--- src/rtl/fir_sched_if.sv ---
// rtl/fir_sched_if.sv - sample, FIR and result handshake bundle for fir_sched
interface fir_sched_if #(
  parameter int WIDTH = 16
);
  logic             in_valid_i;
  logic [WIDTH-1:0] in_data_i;
  logic             in_ready_o;
  logic             flush_i;
  logic             fir_en_o;
  logic [WIDTH-1:0] fir_data_o;
  logic [WIDTH-1:0] fir_result_i;
  logic             out_valid_o;
  logic [WIDTH-1:0] out_data_o;
  logic             out_ready_i;
  logic             busy_o;

  // Controller side
  modport slave (
    input  in_valid_i, in_data_i, flush_i, fir_result_i, out_ready_i,
    output in_ready_o, fir_en_o, fir_data_o, out_valid_o, out_data_o, busy_o
  );

  // Sample source / result sink / FIR side
  modport master (
    output in_valid_i, in_data_i, flush_i, fir_result_i, out_ready_i,
    input  in_ready_o, fir_en_o, fir_data_o, out_valid_o, out_data_o, busy_o
  );
endinterface

--- src/rtl/fir_sched.sv ---
// rtl/fir_sched.sv - enable sequencer, decimator and output register for the pipelined FIR
module fir_sched #(
  parameter int WIDTH = 16,
  parameter int LAT   = 3,
  parameter int DECIM = 4
) (
  input  logic        clk,
  input  logic        rst,
  fir_sched_if.slave  bus
);
  localparam int CW = 4;

  typedef enum logic {RUN, FLUSH} state_t;

  state_t           state, state_nx;
  logic [CW-1:0]    fill_cnt;
  logic [CW-1:0]    dec_cnt;
  logic [CW-1:0]    flush_cnt;
  logic             cap_pend;
  logic             out_valid_q;
  logic [WIDTH-1:0] out_data_q;

  logic             stall;
  logic             in_ready;
  logic             fir_en;
  logic [WIDTH-1:0] fir_data;
  logic             result_bearing;
  logic             flush_done;

  // Handshake, enable strobe and next state; everything is gated off while rst is high
  always_comb begin
    state_nx       = state;
    fir_en         = 1'b0;
    fir_data       = '0;
    flush_done     = 1'b0;
    stall          = (out_valid_q & ~bus.out_ready_i) | cap_pend;
    in_ready       = ~rst & (state == RUN) & ~bus.flush_i & ~stall;
    case (state)
      RUN: begin
        fir_en   = bus.in_valid_i & in_ready;
        fir_data = rst ? '0 : bus.in_data_i;
        if (bus.flush_i && !rst)
          state_nx = FLUSH;
      end
      FLUSH: begin
        fir_en     = ~stall & ~rst;
        flush_done = fir_en & (flush_cnt == CW'(LAT - 2));
        if (flush_done)
          state_nx = RUN;
      end
      default: state_nx = RUN;
    endcase
    result_bearing = fir_en & (fill_cnt == CW'(LAT - 1));
  end

  // State, fill/decimation/flush counters and the capture request
  always_ff @(posedge clk) begin
    if (rst) begin
      state     <= RUN;
      fill_cnt  <= '0;
      dec_cnt   <= '0;
      flush_cnt <= '0;
      cap_pend  <= 1'b0;
    end else begin
      state    <= state_nx;
      cap_pend <= result_bearing & (dec_cnt == '0);
      if (flush_done) begin
        fill_cnt  <= '0;
        dec_cnt   <= '0;
        flush_cnt <= '0;
      end else begin
        if (fir_en && fill_cnt != CW'(LAT - 1))
          fill_cnt <= fill_cnt + 1'b1;
        if (result_bearing)
          dec_cnt <= (dec_cnt == CW'(DECIM - 1)) ? '0 : dec_cnt + 1'b1;
        if (state == FLUSH && fir_en)
          flush_cnt <= flush_cnt + 1'b1;
      end
    end
  end

  // One-entry output register; a capture always finds it free because of the stall term
  always_ff @(posedge clk) begin
    if (rst) begin
      out_valid_q <= 1'b0;
      out_data_q  <= '0;
    end else if (cap_pend) begin
      out_valid_q <= 1'b1;
      out_data_q  <= bus.fir_result_i;
    end else if (out_valid_q && bus.out_ready_i) begin
      out_valid_q <= 1'b0;
    end
  end

  assign bus.in_ready_o  = in_ready;
  assign bus.fir_en_o    = fir_en;
  assign bus.fir_data_o  = fir_data;
  assign bus.out_valid_o = out_valid_q;
  assign bus.out_data_o  = out_data_q;
  assign bus.busy_o      = ~rst & ((state == FLUSH) | cap_pend | out_valid_q);
endmodule

--- src/flat_wrapper.sv ---
// flat-port wrapper written by rule: the top's interface ports become plain ports
module fir_sched_flat 
#(
  parameter int WIDTH = 16,
  parameter int LAT   = 3,
  parameter int DECIM = 4
)
  (clk, rst, bus_in_valid_i, bus_in_data_i, bus_flush_i, bus_fir_result_i, bus_out_ready_i, bus_in_ready_o, bus_fir_en_o, bus_fir_data_o, bus_out_valid_o, bus_out_data_o, bus_busy_o);
  fir_sched_if #(.WIDTH(WIDTH)) bus_i ();
  input  logic clk;
  input  logic rst;
  input wire logic [$bits(bus_i.in_valid_i)-1:0] bus_in_valid_i;
  input wire logic [$bits(bus_i.in_data_i)-1:0] bus_in_data_i;
  input wire logic [$bits(bus_i.flush_i)-1:0] bus_flush_i;
  input wire logic [$bits(bus_i.fir_result_i)-1:0] bus_fir_result_i;
  input wire logic [$bits(bus_i.out_ready_i)-1:0] bus_out_ready_i;
  output wire logic [$bits(bus_i.in_ready_o)-1:0] bus_in_ready_o;
  output wire logic [$bits(bus_i.fir_en_o)-1:0] bus_fir_en_o;
  output wire logic [$bits(bus_i.fir_data_o)-1:0] bus_fir_data_o;
  output wire logic [$bits(bus_i.out_valid_o)-1:0] bus_out_valid_o;
  output wire logic [$bits(bus_i.out_data_o)-1:0] bus_out_data_o;
  output wire logic [$bits(bus_i.busy_o)-1:0] bus_busy_o;
  assign bus_i.in_valid_i = bus_in_valid_i;
  assign bus_i.in_data_i = bus_in_data_i;
  assign bus_i.flush_i = bus_flush_i;
  assign bus_i.fir_result_i = bus_fir_result_i;
  assign bus_i.out_ready_i = bus_out_ready_i;
  assign bus_in_ready_o = bus_i.in_ready_o;
  assign bus_fir_en_o = bus_i.fir_en_o;
  assign bus_fir_data_o = bus_i.fir_data_o;
  assign bus_out_valid_o = bus_i.out_valid_o;
  assign bus_out_data_o = bus_i.out_data_o;
  assign bus_busy_o = bus_i.busy_o;
  fir_sched #(.WIDTH(WIDTH), .LAT(LAT), .DECIM(DECIM)) u_core (.clk(clk), .rst(rst), .bus(bus_i));
endmodule
--- config.mk ---
export PLATFORM = sky130hd
export DESIGN_NAME = fir_sched_flat
export DESIGN_NICKNAME = d
export VERILOG_FILES = /design/src/rtl/fir_sched_if.sv /design/src/rtl/fir_sched.sv /design/src/flat_wrapper.sv
export SDC_FILE = /design/constraint.sdc
export NUM_CORES = 1
export LEC_CHECK = 0
export CORE_ASPECT_RATIO = 1.2
export CORE_UTILIZATION = 43
export CTS_CLUSTER_DIAMETER = 30
export DETAILED_ROUTE_END_ITERATION = 10
export GPL_TIMING_DRIVEN = 1
export PLACE_DENSITY = 0.82
export SYNTH_ARGS = -nofsm -noshare
export SYNTH_HDL_FRONTEND = slang
export SYNTH_SLANG_ARGS = --single-unit
--- constraint.sdc ---
create_clock -name clk -period 2.8 [get_ports clk]
set_clock_uncertainty 0.15 [all_clocks]
set_input_delay 0.56 -clock clk [delete_from_list [all_inputs] [get_ports clk]]
set_output_delay 0.56 -clock clk [all_outputs]
set_load 0.01 [all_outputs]
== Yosys cells after proc, flatten, opt, wreduce, memory -nomap -nowiden ==
Cells that the tools add are included.

* Bits in writable memories: 0
* Bits in read-only memories: 0
* Output and inout port bits: 36
* Latch bits: 0
* Register bits: 31
* Memories: 0
* Logic and storage cells: 50
* Input port bits: 37

* Divide/modulo/power cells: 0
* Order comparisons: 0
* Eq/ne operators: 4
* $add $sub $neg: 3
* $mul: 0
* Mux-type cells: 10
* Shift-type cells: 0
* Bitwise logic cells: 18
* Reduce and logical (&&, ||, !) cells: 8

{| class="wikitable"
|+ Operators by type and width
! kind !! number
|-
| 16-bit two-way mux || 2
|-
| 4-bit by 1-bit adder with 4-bit output, second input constant || 3
|-
| 1-bit AND || 10
|-
| 4-bit by 2-bit == test with 1-bit output, second input constant || 2
|-
| 1-bit two-way mux || 5
|-
| 1-bit inverter || 5
|-
| 4-bit by 1-bit == test with 1-bit output, second input constant || 1
|-
| 1-bit logical AND || 4
|-
| 4-bit zero test || 1
|-
| 4-bit two-way mux || 1
|-
| 4-bit by 2-bit inequality test with 1-bit output, second input constant || 1
|-
| 1-bit one-hot mux with 2 select lines || 2
|-
| 1-bit OR || 3
|-
| 2-bit nonzero test || 1
|-
| 2-bit OR reduction || 1
|-
| 1-bit zero test || 1
|}

== Longest topological paths before layout ==
* Word-level depth: 9
* Mapped depth: 6

== Worst setup path before layout ==
Ideal clock, no wire load.

* Kind: input-to-output
* From: in rst
* To: out bus_in_ready_o
* Path slack: 860 ps
* Arrival: 1230 ps
* Stages: 2
* Required time: 2090 ps
* Cells stage by stage: nor2_1 nor4b_1

* Cells in the longest elaborated chain, start to end: 4

{| class="wikitable"
|+ Ends and longest elaborated chain
! what !! RTL line !! source
|-
| from (decl) || flat_wrapper.sv:11 || <nowiki>input logic rst;</nowiki>
|-
| 1-bit inverter || fir_sched.sv:37 || <nowiki>in_ready = ~rst & (state == RUN) & ~bus.flush_i & ~stall;</nowiki>
|-
| 1-bit AND (3 in series) || fir_sched.sv:37 ||
|-
| to (decl) || flat_wrapper.sv:17 || <nowiki>output wire logic [$bits(bus_i.in_ready_o)-1:0] bus_in_ready_o;</nowiki>
|}

No other way between the ends.

== Final worst setup path ==
* From: in bus_out_ready_i
* To: out bus_fir_en_o

* Cells in the longest elaborated chain, start to end: 7
* Elaborated cells on any way between the ends: 8
* Classes of those cells: mux: 1; bitwise: 7

{| class="wikitable"
|+ Ends and longest elaborated chain
! what !! RTL line !! source
|-
| from (decl) || flat_wrapper.sv:16 || <nowiki>input wire logic [$bits(bus_i.out_ready_i)-1:0] bus_out_ready_i;</nowiki>
|-
| 1-bit inverter (*) || fir_sched.sv:36 || <nowiki>stall = (out_valid_q & ~bus.out_ready_i) | cap_pend;</nowiki>
|-
| 1-bit AND (*) || fir_sched.sv:36 ||
|-
| 1-bit OR (*) || fir_sched.sv:36 ||
|-
| 1-bit inverter (*) || fir_sched.sv:37, fir_sched.sv:46 ||
|-
| 1-bit AND || fir_sched.sv:37 ||
|-
| 1-bit AND || fir_sched.sv:40 || <nowiki>fir_en = bus.in_valid_i & in_ready;</nowiki>
|-
| 1-bit one-hot mux with 2 select lines (*) || fir_sched.sv:38 || <nowiki>case (state)</nowiki>
|-
| to (decl) || flat_wrapper.sv:18 || <nowiki>output wire logic [$bits(bus_i.fir_en_o)-1:0] bus_fir_en_o;</nowiki>
|}

Every way passes the cells marked *; elsewhere a longest branch is shown, timed or not.

==> key figures <==
CTS
  • CTS tree: done
  • Clk Latency, worst-skew pair: roughly 0.33 ns
  • CTS Buf Count: 5
  • CTS Sinks: 31
  • CTS hold repair buffers: 0
  • Worst-path clk slew: approximately 0.08 ns
  • Root Driver: clkbuf_4
  • Max Buffers Root-to-Sink: 2
  • H-tree Lvls: 2

Synth
  • Largest family of logic cells by synthesized area: simple AND/OR/NAND/NOR gates
  • Area leader, netlist: dfxtp_1
  • Sequential share of the synthesized area: between 40% and 50%
  • Mapped Area: 1450 µm²
  • Asr flop ratio synth: 0%
  • Post-Synth Simple-Gate Area: about a quarter
  • Post-synth top cells: dfxtp_1 (31), nor2_1 (30), and2_1 (16), mux2i_1 (16), ha_1 (6)
  • Ys Warns: 0
  • Most used standard cell by instance count after synthesis: dfxtp_1
  • Multiplexer share of the synthesized area: roughly 11%
  • Library cells used by synthesis: 35
  • Post-synthesis share of cell area spent on full adders, half adders and majority gates: under 10%
  • Syn Nets: ~200
  • Ys flop type: dfxtp_1
  • Yosys reg bits: 31
  • Top cells by area, synth: dfxtp_1 (43%), mux2i_1 (11%), nor2_1 (7.8%)
  • XOR/XNOR Fraction of Synth Area: about 1.8%
  • EDFF count, synth: 0
  • Compound-cell area share of the yosys netlist: about a tenth
  • Area share of the largest cell type after synthesis: 42.8%
  • Post-Synthesis Cells: between 150 and 200
  • Synth Area per Inst: 9.29 µm²

Global routing
  • Gr usage total: between 20% and 30%
  • GRT overflow: 0
  • Largest net degree at the start of global routing: 24
  • Initial antenna violation count: 0
  • Vias in the first global route: between 1000 and 1500
  • First-pass GRT wire length: 6.08 mm

STA
  • Max transition margin: 61.7%
  • Worst slew pin tran: 0.574 ns
  • Max Freq: ~0.37 GHz
  • Crit path time final: between 2 and 3 ns
  • RSZ-0062 raised after global routing: false
  • Final Hold Vio Count: 0
  • Max Slew Vio Count: 0
  • Final hold slack: about 0.35 ns
  • Fin crit share: ~96%
  • Final Setup Violations: 0
  • Setup ws final: between 0.1 and 0.15 ns

Routing
  • Routed wire length: roughly 3.9 mm
  • TritonRoute pass-1 iters: 4
  • Post-route DRC: 0
  • WL per Instance: ~14 µm
  • Via count: roughly 1400
  • Antenna-violating nets left: 0
  • Drt first-iter violations: 35
  • Vias per cell: around 5.2

Finish
  • Synth-to-Final Area Change: 58.6%
  • N_diodes: 0
  • Cell Count, Final, Fillers Out: 273
  • Final nets: ~280
  • Share of cells above drive strength 1: a little under a tenth
  • Post-route cell area: between 2000 and 2500 µm²

Setup path
  • Reg2reg end: u_core.fill_cnt[2]
  • Max incr delay on CP: ~0.54 ns
  • Top cell by count, worst path: clkdlybuf4s50_1
  • Slowest-stage cell, CP: clkdlybuf4s50_1
  • Worst reg2reg path startpoint: u_core.cap_pend
  • Crit-path max FO: 2
  • CP arrival: between 1.5 and 2 ns
  • CP Cell Sequence: clkdlybuf4s50_1 > nand2b_1 > o211ai_1 > inv_1 > clkdlybuf4s50_1
  • Worst Setup SP: bus_out_ready_i
  • Worst setup endpoint: bus_fir_en_o
  • Startpoint Class: primary input
  • R2R Setup Slk: 0.60 ns
  • Worst setup EP type: output pin
  • Worst endpoint required time: between 2 and 2.5 ns
  • CP Class: in2out
  • Worst-case reg-to-reg path depth: 5

Run status
  • Status: finished clean

Place
  • Placed cells: ~270
  • Placer Congestion: just under 0.8
  • Placed Area: approximately 2200 µm²
  • Post-DP HPWL: 3.00 mm
  • Port Buf Inserts: slightly above 70
  • Pre-CTS setup slack: -0.000872 ns

Pwr
  • Max VDD drop: just under 0.0004 V
  • P per Cell Area: about 370 nW/µm²
  • Cell leakage power: slightly above 0.8 nW
  • Overall power: roughly 0.85 mW

Floorplanning
  • Initial Utilization: around 46%
  • Die Area: 3610 µm²
  • Site Rows: 22
  • Die Span X: ~55 µm
  • Die H: roughly 66 µm
  • IO Pins: 73
  • Core area: 3140 µm²

Job
  • Max_cap viols: 0

Min path
  • Worst hold path class: reg2reg
[kinds of logic (layout without fill, tap and decap cells)]
kind of cell,Yosys count,count (layout)
fa+ha+maj,6,6
xor+xnor,3,3
buf+inv,11,92
mux,16,16
simple gates,71,71
flops,31,31
compound gates,18,18
[cells in the final DEF, fill, tap and decap left out]
cell	instances
or3_2	1
nor3_1	4
o211ai_1	1
a311oi_1	1
a211oi_1	1
nand3_1	4
a21oi_1	5
clkdlybuf4s50_1	70
nand2b_1	3
nor2b_1	1
ha_1	6
or3_1	3
nor4b_1	2
mux2i_1	16
a41oi_1	1
and2_1	16
xnor2_1	3
nor2_2	2
o21ai_0	4
a211o_1	1
buf_4	8
nand2_1	2
clkbuf_1	1
dfxtp_1	31
a21oi_2	1
inv_1	5
nand4b_1	1
and4bb_2	1
nor3b_4	1
dlygate4sd2_1	2
clkdlybuf4s15_2	1
o2111ai_4	1
a31o_2	1
nor2_1	29
a31oi_1	1
and2b_1	1
clkbuf_4	5
[registers in the layout (all words and copies together), names as in the netlist]
| name | flops |
|---|---|
| u_core.fill_cnt | 4 |
| u_core.dec_cnt | 4 |
| u_core.flush_cnt | 4 |
| u_core.cap_pend | 1 |
| u_core.bus.out_data_o | 16 |
| u_core.bus.out_valid_o | 1 |
| u_core.state | 1 |
[final cells by class]
type	count	area (µm²)
clock buffer	6	41.3
tap	36	45.0
multi-input combinational	114	783
inverter	5	18.8
timing repair buffer	81	790
fill	244	840
sequential	31	621
[power by group]
| group | switching (mW) | internal, mW |
|---|---|---|
| Clock | 0.142 | 0.0891 |
| Sequential | 0.0111 | 0.449 |
| Combinational | 0.0606 | 0.102 |
| Total | 0.214 | 0.639 |
[worst max-delay path: cells and delay by family]
kind	cells	cell delay (ns)
AOI/OAI and AO/OA	1	0.13
and+or+nand+nor	1	0.18
buffers and inverters	3	1.11
[worst min-delay path by stage]
| stage | from | end | slack, ns | cells past startpoint |
|---|---|---|---|---|
| 2_1_floorplan | u_core.dec_cnt[1] | u_core.dec_cnt[1] | 0.32 | 2 |
| 3_3_place_gp | u_core.bus.out_data_o[6] | u_core.bus.out_data_o[6] | 0.33 | 2 |
| 3_5_place_dp | u_core.bus.out_data_o[15] | u_core.bus.out_data_o[15] | 0.33 | 2 |
| 4_1_cts | u_core.bus.out_data_o[15] | u_core.bus.out_data_o[15] | 0.35 | 2 |
| 5_1_grt | u_core.bus.out_data_o[14] | u_core.bus.out_data_o[14] | 0.38 | 2 |
| 6_report | u_core.bus.out_data_o[15] | u_core.bus.out_data_o[15] | 0.35 | 2 |
[per-stage QoR]
step	setup TNS, ns	utilization (%)
2_1_floorplan	0	-
3_3_place_gp	0	71.3
3_5_place_dp	-0.000872	71.3
4_1_cts	0	73.2
5_1_grt	0	73.2
6_report	0	73.2
[timing repair]
| action | in CTS | in global routing |
|---|---|---|
| setup buffers | 1 | 0 |
| resized for setup | 3 | 0 |
| endpoints found under the setup margin | 4 | 0 |
[layer usage]
layer	GRT usage, %	routed length (µm)	vias up
li1	-	-	695
met4	10.3	65	0
met2	42.8	2140	60
met3	8.80	302	7
met1	23.7	1390	663
met5	0	0	-
No activity file was read; power rests on OpenSTA's default activity.
